--- config.mk ---
export PLATFORM = sky130hd
export DESIGN_NAME = imm_gen_stage
export DESIGN_NICKNAME = d
export VERILOG_FILES = /design/src/rtl/imm_gen_stage.sv
export SDC_FILE = /design/constraint.sdc
export NUM_CORES = 1
export LEC_CHECK = 0
export CORE_UTILIZATION = 55
export DETAILED_ROUTE_END_ITERATION = 7
export GPL_TIMING_DRIVEN = 0
export PLACE_DENSITY = 0.85
export REMOVE_ABC_BUFFERS = 1
export SYNTH_ARGS = -nofsm -noshare
export SYNTH_HDL_FRONTEND = slang
export SYNTH_SLANG_ARGS = --single-unit
--- constraint.sdc ---
create_clock -name clk -period 3.92 [get_ports clk]
set_clock_uncertainty 0.15 [all_clocks]
set_input_delay 0.392 -clock clk [delete_from_list [all_inputs] [get_ports clk]]
set_output_delay 0.392 -clock clk [all_outputs]
set_load 0.03 [all_outputs]
--- src/rtl/imm_gen_stage.sv ---
// -----------------------------------------------------------------------------
// imm_gen_stage
//   Registered producer of the ALU operand-2 path. Decodes RV32I instruction
//   words into a sign/zero-extended immediate plus the operand-2 select, and
//   buffers up to two decoded results behind a valid/ready handshake so that
//   execute stalls never drop an instruction.
//
// Ports
//   clk        in   rising-edge clock
//   rst_n      in   asynchronous active-low reset
//   flush      in   synchronous discard of every buffered result
//   in_valid   in   instr is valid
//   in_ready   out  block can accept instr this cycle (registered, count<2)
//   instr      in   RV32I instruction word
//   out_valid  out  imm/alu2_sel/illegal are valid
//   out_ready  in   consumer takes the head result this cycle
//   imm        out  decoded immediate
//   alu2_sel   out  operand-2 select (0 = register, 1 = immediate)
//   illegal    out  opcode not recognised
// -----------------------------------------------------------------------------
module imm_gen_stage #(
  parameter int unsigned REG_LEN = 32,
  parameter int unsigned DEPTH   = 2
) (
  input  logic               clk,
  input  logic               rst_n,
  input  logic               flush,
  input  logic               in_valid,
  output logic               in_ready,
  input  logic [31:0]        instr,
  output logic               out_valid,
  input  logic               out_ready,
  output logic [REG_LEN-1:0] imm,
  output logic               alu2_sel,
  output logic               illegal
);

  localparam logic ALU2_RS  = 1'b0;
  localparam logic ALU2_IMM = 1'b1;

  localparam logic [6:0] OPC_OP_IMM = 7'b0010011;
  localparam logic [6:0] OPC_LOAD   = 7'b0000011;
  localparam logic [6:0] OPC_JALR   = 7'b1100111;
  localparam logic [6:0] OPC_STORE  = 7'b0100011;
  localparam logic [6:0] OPC_BRANCH = 7'b1100011;
  localparam logic [6:0] OPC_LUI    = 7'b0110111;
  localparam logic [6:0] OPC_AUIPC  = 7'b0010111;
  localparam logic [6:0] OPC_JAL    = 7'b1101111;
  localparam logic [6:0] OPC_OP     = 7'b0110011;

  // Occupancy of the two-entry skid buffer.
  typedef enum logic [1:0] {
    S_EMPTY = 2'd0,
    S_ONE   = 2'd1,
    S_FULL  = 2'd2
  } state_e;

  // One decoded result as held in the buffer.
  typedef struct packed {
    logic [REG_LEN-1:0] imm;
    logic               sel;
    logic               ill;
  } entry_t;

  state_e state_q, state_d;
  entry_t head_q, head_d;
  entry_t tail_q, tail_d;
  logic   out_valid_q, out_valid_d;
  logic   in_ready_q, in_ready_d;

  entry_t      dec;
  logic [31:0] imm32;
  logic        accept;
  logic        deliver;

  // Immediate extraction and operand-2 select for the incoming word.
  always_comb begin
    imm32   = 32'd0;
    dec     = '0;
    dec.sel = ALU2_RS;
    dec.ill = 1'b0;
    case (instr[6:0])
      OPC_OP_IMM: begin
        // Shift-immediates carry an unsigned 5-bit shamt, not a signed imm.
        if (instr[14:12] == 3'b001 || instr[14:12] == 3'b101) begin
          imm32 = {27'd0, instr[24:20]};
        end else begin
          imm32 = {{20{instr[31]}}, instr[31:20]};
        end
        dec.sel = ALU2_IMM;
      end
      OPC_LOAD, OPC_JALR: begin
        imm32   = {{20{instr[31]}}, instr[31:20]};
        dec.sel = ALU2_IMM;
      end
      OPC_STORE: begin
        imm32   = {{20{instr[31]}}, instr[31:25], instr[11:7]};
        dec.sel = ALU2_IMM;
      end
      OPC_BRANCH: begin
        // Branches compare two registers; the offset goes to the PC adder.
        imm32   = {{19{instr[31]}}, instr[31], instr[7], instr[30:25],
                   instr[11:8], 1'b0};
        dec.sel = ALU2_RS;
      end
      OPC_LUI, OPC_AUIPC: begin
        imm32   = {instr[31:12], 12'd0};
        dec.sel = ALU2_IMM;
      end
      OPC_JAL: begin
        imm32   = {{11{instr[31]}}, instr[31], instr[19:12], instr[20],
                   instr[30:21], 1'b0};
        dec.sel = ALU2_IMM;
      end
      OPC_OP: begin
        imm32   = 32'd0;
        dec.sel = ALU2_RS;
      end
      default: begin
        imm32   = 32'd0;
        dec.sel = ALU2_RS;
        dec.ill = 1'b1;
      end
    endcase
    dec.imm = REG_LEN'(imm32);
  end

  assign accept  = in_valid & in_ready_q;
  assign deliver = out_valid_q & out_ready;

  // Buffer next-state: head is always the oldest entry and drives the outputs.
  always_comb begin
    state_d = state_q;
    head_d  = head_q;
    tail_d  = tail_q;
    if (flush) begin
      state_d = S_EMPTY;
    end else begin
      case (state_q)
        S_EMPTY: begin
          if (accept) begin
            head_d  = dec;
            state_d = S_ONE;
          end
        end
        S_ONE: begin
          case ({accept, deliver})
            2'b11: head_d = dec;
            2'b10: begin
              tail_d  = dec;
              state_d = S_FULL;
            end
            2'b01:   state_d = S_EMPTY;
            default: state_d = S_ONE;
          endcase
        end
        S_FULL: begin
          // accept cannot happen here since in_ready is low.
          if (deliver) begin
            head_d  = tail_q;
            state_d = S_ONE;
          end
        end
        default: state_d = S_EMPTY;
      endcase
    end
    out_valid_d = (state_d != S_EMPTY);
    in_ready_d  = (32'(state_d) < DEPTH);
  end

  always_ff @(posedge clk or negedge rst_n) begin
    if (!rst_n) begin
      state_q     <= S_EMPTY;
      head_q      <= '0;
      tail_q      <= '0;
      out_valid_q <= 1'b0;
      in_ready_q  <= 1'b1;
    end else begin
      state_q     <= state_d;
      head_q      <= head_d;
      tail_q      <= tail_d;
      out_valid_q <= out_valid_d;
      in_ready_q  <= in_ready_d;
    end
  end

  assign out_valid = out_valid_q;
  assign in_ready  = in_ready_q;
  assign imm       = head_q.imm;
  assign alu2_sel  = head_q.sel;
  assign illegal   = head_q.ill;

endmodule

==> impl_metrics.ini, run 1 <==
[sta]
finalHoldViolCount = 9
drv_slew = 0
setup-violations-final = 0
worst_slack_ns = 0.807
slew_headroom_pct = 19.0
period_needed_ns = 3.11
rsz0062_at_grt = no
worstMarginPinSlew_ns = 1.21
period_share_pct = 79.4
fmax_ghz = 0.321
setup_tns_ns = 0
hold_ws_ns = -0.0137

[run_status]
violations = hold timing
status = finished, violations left

[die]
coreArea_sq_mm = 0.00606
io_pins = 73
die_y_um = 82.3
fp.dieW_um = 82.3
dieArea_sq_mm = 0.00678
rows = 28
start_util_pct = 58.6

[power]
power_frac_seq_pct = 45.7
clkPwrFrac_pct = 27.3
peakVddDrop_mv = 0.382
p_leak_uw = 0.00189
power.switching_uw = 729
internal_power_uw = 1440
finalPower_uw = 2170
p_comb_share_pct = 26.9
powerDensity_mw_per_mm2 = 485
power_switching_share_pct = 33.5

[job]
drv_cap = 0

[synthesis]
avgSynthCellArea_sq_um = 9.44
synth_top_area_share_pct = 50.1
synth_area_leaders = dfrtp_1, a21oi_1, nor2_1
synthCells = 376
synth_area_leader_cell = dfrtp_1
synth_seq_area_share_pct = 50.8
ys.warnings.count = 0
ys_ff_latch = 72
ys_types = 49
syn_area_sq_mm = 0.00355

[grt]
grt_max_degree = 73
grt_pass1_vias = 2955
grt-ovfl-total = 0
antenna_found_initial = 0
grt_pass1_wl_um = 14100
grt_use_total_pct = 28.4

[clock_network]
htreeDepth = 3
post_cts_buffers = 0
cts_tree = done
clk_latency_ns = 0.36
clk_pin_slew_worst_paths_ns = 0.08
cts_hold_buffers = 0
cts_sinks = 72
cts_buffer_depth = 2
cts-resized-gates = 0
cts_buffers = 9
cts-root-buf = clkbuf_8

[setup_path]
r2r_slack_ns = 0.81
critical_path.startpoint = state_q[0]
start_kind = register
reg2reg_from = state_q[0]
cp_max_fo = 27
cp_slowest_cell = nand2b_1
ff2ff_path_depth = 6
crit_required_ns = 4.02
cp.depth = 6
path_class = reg2reg
timing.rr.end = imm[16]
worstPathCellList = nand2b_1 -> a21oi_1 -> o21bai_4 -> buf_16 -> nor3_1 -> a211oi_1
crit_family = compound AO/OA/AOI/OAI gates
cp.arrival_ns = 3.22
max_stage_delay_ns = 0.89
cp-end-kind = register
crit_buf_inv = 1

[hold_path]
hold_path_class = in2async

[placed_design]
place_inst = 497
place_ws_ns = 0.592
post_dp_cell_area_sq_mm = 0.00429
dp_hpwl_um = 5920
numPortBuffers = 72
finalWeightedCongestion = 0.886

[cells_and_area]
antenna_cells = 0
drive_gt1_share_pct = 9.82
fillers = 448
postLayoutCellArea_sq_mm = 0.00449
nNetsFinal = 470
syn2layout_area_growth_pct = 26.4
final_cells = 513

[detailed_routing]
totalWireLength_um = 8920
routedWlPerCell_um = 17.4
ant_nets = 0
dr_total_vias = 3176
drtIter0Drc = 244
drc = 0
routed_via_density = 6.19
drtPass1Iterations = 5
how the worst max path moves through the flow:
stage	slack [ns]	end
2_1_floorplan	0.19	illegal
3_3_place_gp	-1.21	illegal
3_5_place_dp	0.59	imm[22]
4_1_cts	0.79	imm[16]
5_1_grt	0.54	imm[16]
6_report	0.81	imm[16]
power groups by stage:
stage	sequential, uW	clock (uW)	combinational [uW]
final	994	594	585
after global placement	999	0	558
after floorplan	1100	0	232
after global routing	1010	629	633
after CTS	993	597	588
after detailed placement	1010	0	584
layer usage:
| layer | GRT usage (%) | vias to the layer above | wire, um |
|---|---|---|---|
| met2 | 44.5 | 116 | 4390 |
| met3 | 5.71 | 18 | 492 |
| met4 | 14.4 | 0 | 164 |
| li1 | - | 1494 | - |
| met1 | 37.6 | 1548 | 3880 |
| met5 | 0 | - | 0 |
layout make-up:
type,count,area (sq um),share of cell area (%)
well taps,75,93.8,2.09
inverters,4,15.0,0.335
clock buffers,9,124,2.76
clock inverters,7,71.3,1.59
multi-input cells,272,1620,36.2
flip-flops and latches,72,1800,40.2
repair buffers,74,757,16.9
worst reg2reg max path, cell delays in order, from the launching register on:
cell and delay, ns:
dfrtp_1 0.46, nand2b_1 0.89, a21oi_1 0.33, o21bai_4 0.60
buf_16 0.26, nor3_1 0.07, a211oi_1 0.26
cells in the mapped netlist, drive strengths merged:
cell / number
a221o: 7
a2111oi: 1
nor2b: 3
a32oi: 1
nand3b: 1
o21ai: 15
and2: 1
a22o: 6
and4b: 1
a22oi: 5
o211ai: 8
o311ai: 1
nand2b: 3
nor4: 1
a21oi: 51
o21a: 1
nand4b: 1
a41oi: 1
or3b: 1
a31oi: 8
nand3: 12
or4: 1
a21o: 1
nand2: 44
o22ai: 1
mux2: 1
nor2: 49
inv: 4
nand4: 1
dfstp: 1
clkbuf: 16
dfrtp: 71
and3: 8
o41ai: 11
nor3b: 1
a211oi: 9
o21bai: 2
o21ba: 1
nor3: 11
buf: 12
a211o: 1
o2111ai: 1
cell usage in the layout (no fill, tap or decap), drive strengths merged, types with 7 or more instances in the layout:
cell type / synthesis / routed
o21ai: 15 / 15
clkbuf: 16 / 9
a31oi: 8 / 8
nand3: 12 / 12
o211ai: 8 / 8
a21oi: 51 / 51
a211oi: 9 / 9
dfrtp: 71 / 71
and3: 8 / 8
a221o: 7 / 7
nor2: 49 / 49
nand2: 44 / 44
clkdlybuf4s50: 0 / 71
o41ai: 11 / 11
nor3: 11 / 11
state kept, by name, summed over array words and instances (netlist names):
signal	cells
out_valid	1
imm	32
tail_q	34
alu2_sel	1
in_ready	1
illegal	1
state_q	2
logic make-up (layout without fill, tap and decap cells):
kind of cell,count (synthesis),in the layout,synth area share (%)
mux,1,1,0.317
buf+inv,32,94,3.98
flops,72,72,50.8
compound gates,132,132,26.6
simple gates,139,139,18.3
per-stage QoR:
| stage | util (%) | hold slack, ns |
|---|---|---|
| after global routing | 74.0 | 0.0971 |
| after CTS | 74.0 | 0.0446 |
| final | 74.0 | -0.0137 |
| after floorplan | - | -0.0536 |
| after global placement | 69.9 | 0.306 |
| after detailed placement | 70.8 | 0.318 |
Power figures use the tool's default switching activity.
==> inputs of run 2 (changes only) <==
--- a/config.mk
+++ b/config.mk
@@ -5,10 +5,10 @@
 export SDC_FILE = /design/constraint.sdc
 export NUM_CORES = 1
 export LEC_CHECK = 0
-export CORE_UTILIZATION = 55
+export CORE_UTILIZATION = 51
 export DETAILED_ROUTE_END_ITERATION = 7
 export GPL_TIMING_DRIVEN = 0
-export PLACE_DENSITY = 0.85
+export PLACE_DENSITY = 0.8
 export REMOVE_ABC_BUFFERS = 1
 export SYNTH_ARGS = -nofsm -noshare
 export SYNTH_HDL_FRONTEND = slang
==> constraint.sdc (replaced) <==
create_clock -name clk -period 3.1 [get_ports clk]
set_clock_uncertainty 0.15 [all_clocks]
set_input_delay 0.31 -clock clk [delete_from_list [all_inputs] [get_ports clk]]
set_output_delay 0.31 -clock clk [all_outputs]
set_load 0.03 [all_outputs]
==> impl_metrics.ini, run 2 (synthesis gave the netlist of run 1 again) <==
[cells_and_area]
final_cell_mix = dfrtp_1, clkdlybuf4s50_1, a21oi_1
nNetsFinal = 471
largest_register_ffs = 34
final_cells = 519
syn2layout_area_growth_pct = 26.4
max_flop_register = tail_q
antenna_cells = 0
drive_gt1_share_pct = 10.0
postLayoutCellArea_sq_mm = 0.00449
fillers = 565

[setup_path]
cp_max_fo = 33
crit_required_ns = 3.18
path_class = in2reg
cp.arrival_ns = 3.00
r2r_slack_ns = 0.40
crit_family = simple AND/OR/NAND/NOR gates
crit_buf_inv = 1
start_kind = primary input
cp_slowest_cell = nor2_2
max_stage_delay_ns = 0.92
cp-end-kind = register
worstPathCellList = clkdlybuf4s50_1 -> or3b_2 -> nor2_2 -> a21oi_1 -> o41ai_2

[sta]
slew_headroom_pct = 19.3
rsz0062_at_grt = no
setup-violations-final = 0
drv_slew = 0
worst_slack_ns = 0.178
period_share_pct = 94.3
fmax_ghz = 0.342
worstMarginPinSlew_ns = 1.21
finalHoldViolCount = 0
period_needed_ns = 2.92

[detailed_routing]
routedWlPerCell_um = 17.0
drtIter0Drc = 200
ant_nets = 0
drtPass1Iterations = 5
routed_via_density = 6.05
dr_total_vias = 3142
drc = 0
totalWireLength_um = 8820

[clock_network]
cts_buffer_depth = 2
htreeDepth = 3
clk_pin_slew_worst_paths_ns = 0.08
clk_latency_ns = 0.33
cts_sinks = 72
cts_tree = done
cts-root-buf = clkbuf_8
post_cts_buffers = 0
cts_buffers = 9

[grt]
grt-ovfl-total = 0
grt_use_total_pct = 24.8
grt_pass1_vias = 2963
grt_pass1_wl_um = 14300
antenna_found_initial = 0
grt_max_degree = 73

[power]
powerDensity_mw_per_mm2 = 600
p_leak_uw = 0.00187
peakVddDrop_mv = 0.364
finalPower_uw = 2690

[placed_design]
numPortBuffers = 72
post_dp_cell_area_sq_mm = 0.00429
place_ws_ns = -0.103
finalWeightedCongestion = 0.873
dp_hpwl_um = 5960
place_inst = 502

[die]
fp.dieW_um = 85.4
rows = 30
dieArea_sq_mm = 0.00730
die_y_um = 85.4
start_util_pct = 52.5
coreArea_sq_mm = 0.00676
io_pins = 73

[job]
drv_cap = 0

[run_status]
status = finished, final reports clean

[hold_path]
hold_path_class = reg2reg
[run 2: area by class of cell]
cell class	count	area, sq um	area share [%]
Sequential cell	72	1800	40.2
Multi-Input combinational cell	272	1620	36.2
Timing Repair Buffer	75	759	16.9
Clock buffer	9	124	2.76
Tap cell	80	100	2.23
Clock inverter	7	61.3	1.37
Inverter	4	15.0	0.335
[run 2: routing by layer]
layer / vias to the layer above / share of wire [%] / track usage (%)
met4: 0 / 1.1 / 10.2
met2: 88 / 49 / 39.6
met5: - / 0 / 0
li1: 1495 / - / -
met3: 10 / 4.6 / 3.60
met1: 1549 / 45 / 34.3
[run 2: metrics by stage]
step                hold WS (ns)  utilization, %  TNS [ns]
finish                     0.326            66.4         0
global route               0.342            66.4         0
CTS                        0.326            66.4         0
detailed placement         0.306            63.5    -0.685
global placement           0.302            62.8   -142.40
floorplan                 -0.136               -    -18.81
[run 2: worst paths after layout]
kind | start | depth (start not counted) | endpoint
max in group asynchronous | rst_n | 2 | imm[20]
max | instr[3] | 5 | imm[24]
min | tail_q[1] | 2 | tail_q[1]
max reg2reg | in_ready | 5 | tail_q[7]
min in group asynchronous | rst_n | 2 | imm[6]
min reg2reg | tail_q[1] | 2 | tail_q[1]
[run 2: what timing repair did]
action | CTS | global route
hold buffers | 1 | 0
gates resized for setup | 0 | 1
endpoints found under the setup margin | 0 | 19
endpoints found under the hold margin | 71 | 0
[run 2: tightest hold or removal path, cell delays in order (launching register included)]
cell and delay (ns):
dfrtp_1 0.35, nand2_1 0.05, nand2_1 0.05
[run 2: power by group]
part           switching [uW]  total [uW]  internal (uW)
sequential                117        1260           1140
combinational             426         736            310
clock                     390         696            306
==> inputs of run 3 (changes only) <==
--- a/config.mk
+++ b/config.mk
@@ -5,10 +5,11 @@
 export SDC_FILE = /design/constraint.sdc
 export NUM_CORES = 1
 export LEC_CHECK = 0
-export CORE_UTILIZATION = 51
+export CORE_MARGIN = 2
+export CORE_UTILIZATION = 30
 export DETAILED_ROUTE_END_ITERATION = 7
 export GPL_TIMING_DRIVEN = 0
-export PLACE_DENSITY = 0.8
+export PLACE_DENSITY = 0.52
 export REMOVE_ABC_BUFFERS = 1
 export SYNTH_ARGS = -nofsm -noshare
 export SYNTH_HDL_FRONTEND = slang
==> impl_metrics.ini, run 3 (synthesis gave the netlist of run 1 again) <==
[hold_path]
hold_path_class = in2async

[clock_network]
clk_latency_ns = 0.33
cts-root-buf = clkbuf_16
htreeDepth = 3
cts_buffer_depth = 2
cts_buffers = 9
cts_sinks = 72
cts_tree = done
clk_pin_slew_worst_paths_ns = 0.05

[grt]
grt_pass1_wl_um = 16200
antenna_found_initial = 0
grt_use_total_pct = 16.0
grt_max_degree = 42
grt-ovfl-total = 0
grt_pass1_vias = 3041

[die]
dieArea_sq_mm = 0.0127
die_y_um = 113
start_util_pct = 31.0
rows = 39
coreArea_sq_mm = 0.0115
io_pins = 73
fp.dieW_um = 113

[power]
finalPower_uw = 2930
p_leak_uw = 0.00193
powerDensity_mw_per_mm2 = 627
peakVddDrop_mv = 0.215

[placed_design]
finalWeightedCongestion = 0.826
numPortBuffers = 72
dp_hpwl_um = 6700
place_ws_ns = -0.122

[setup_path]
cp.arrival_ns = 2.92
cp-end-kind = register
cp_slowest_cell = nand3_1
reg2reg_from = in_ready
cp_max_fo = 33
worstPathCellList = nand3b_1 -> nor2_1 -> nand3_1 -> nor2_2 -> a22o_1
crit_family = simple AND/OR/NAND/NOR gates
start_kind = register
max_stage_delay_ns = 0.89
critical_path.startpoint = in_ready
crit_required_ns = 3.21
crit_buf_inv = 0
path_class = reg2reg

[job]
drv_cap = 0

[sta]
finalHoldViolCount = 0
hold_ws_ns = 0.317
slew_headroom_pct = 13.6
worstMarginPinSlew_ns = 1.29
period_needed_ns = 2.80
setup_tns_ns = 0
worst_slack_ns = 0.299
fmax_ghz = 0.357
rsz0062_at_grt = no
drv_slew = 0
period_share_pct = 90.4
setup-violations-final = 0

[detailed_routing]
ant_nets = 0
routedWlPerCell_um = 16.9
totalWireLength_um = 9800
drtIter0Drc = 135
dr_total_vias = 3033
routed_via_density = 5.22
drc = 0
drtPass1Iterations = 5

[cells_and_area]
fillers = 1115
syn2layout_area_growth_pct = 31.8
largest_register_ffs = 34
max_flop_register = tail_q
drive_gt1_share_pct = 9.59
final_cell_mix = dfrtp_1, clkdlybuf4s50_1, a21oi_1
antenna_cells = 0
multi_input_area_sq_mm = 0.00163
nNetsFinal = 473
ff_latch_area_sq_mm = 0.00180

[run_status]
status = finished, final reports clean
-- run 3: cell types whose count changed in the layout (fill, tap and decap cells not counted), sizes merged --
cell      previous run  this run
clkbuf               9        12
inv                  8         4
clkinvlp             2         0
buf                  3         5
-- run 3: power by group --
group | switching, uW | internal [uW] | total [uW]
Combinational | 424 | 314 | 738
Sequential | 116 | 1150 | 1260
Clock | 364 | 570 | 935
-- run 3: stage by stage --
step	std cells	cell area, sq um	util (%)
2_1_floorplan	348	3420	-
4_1_cts	581	4670	40.7
5_1_grt	581	4680	40.8
3_5_place_dp	567	4400	38.4
6_report	581	4680	40.8
3_3_place_gp	563	4320	37.7
-- run 3: path summary, 6_finish.rpt --
kind	end	slack [ns]	depth (start not counted)
worst min-delay path	imm[6]	0.32	2
worst min register to register	imm[27]	0.32	2
worst max register to register	tail_q[10]	0.30	5
min in group clk	imm[27]	0.32	2
max in group asynchronous	tail_q[15]	1.91	3
worst max-delay path	tail_q[10]	0.30	5
-- run 3: cell type report --
cell class,count,share of cell area [%]
multi-input cells,272,34.8
repair buffers,77,16.9
clock inverters,1,0.107
clock buffers,12,5.48
inverters,4,0.321
flip-flops and latches,72,38.5
well taps,143,3.82
-- run 3: timing repair --
| item | CTS | global route |
|---|---|---|
| setup endpoints to repair | 0 | 23 |
| hold endpoints to repair | 30 | 0 |
| hold buffers | 1 | 0 |
| setup buffers | 0 | 0 |
| gates resized for setup | 0 | 2 |
-- run 3: layer usage --
metal | vias up | track usage (%) | wire (um)
met5 | - | 0 | 0
met4 | 0 | 6.26 | 138
met3 | 10 | 2.52 | 376
met2 | 63 | 25.7 | 4710
met1 | 1474 | 21.7 | 4570
li1 | 1486 | - | -
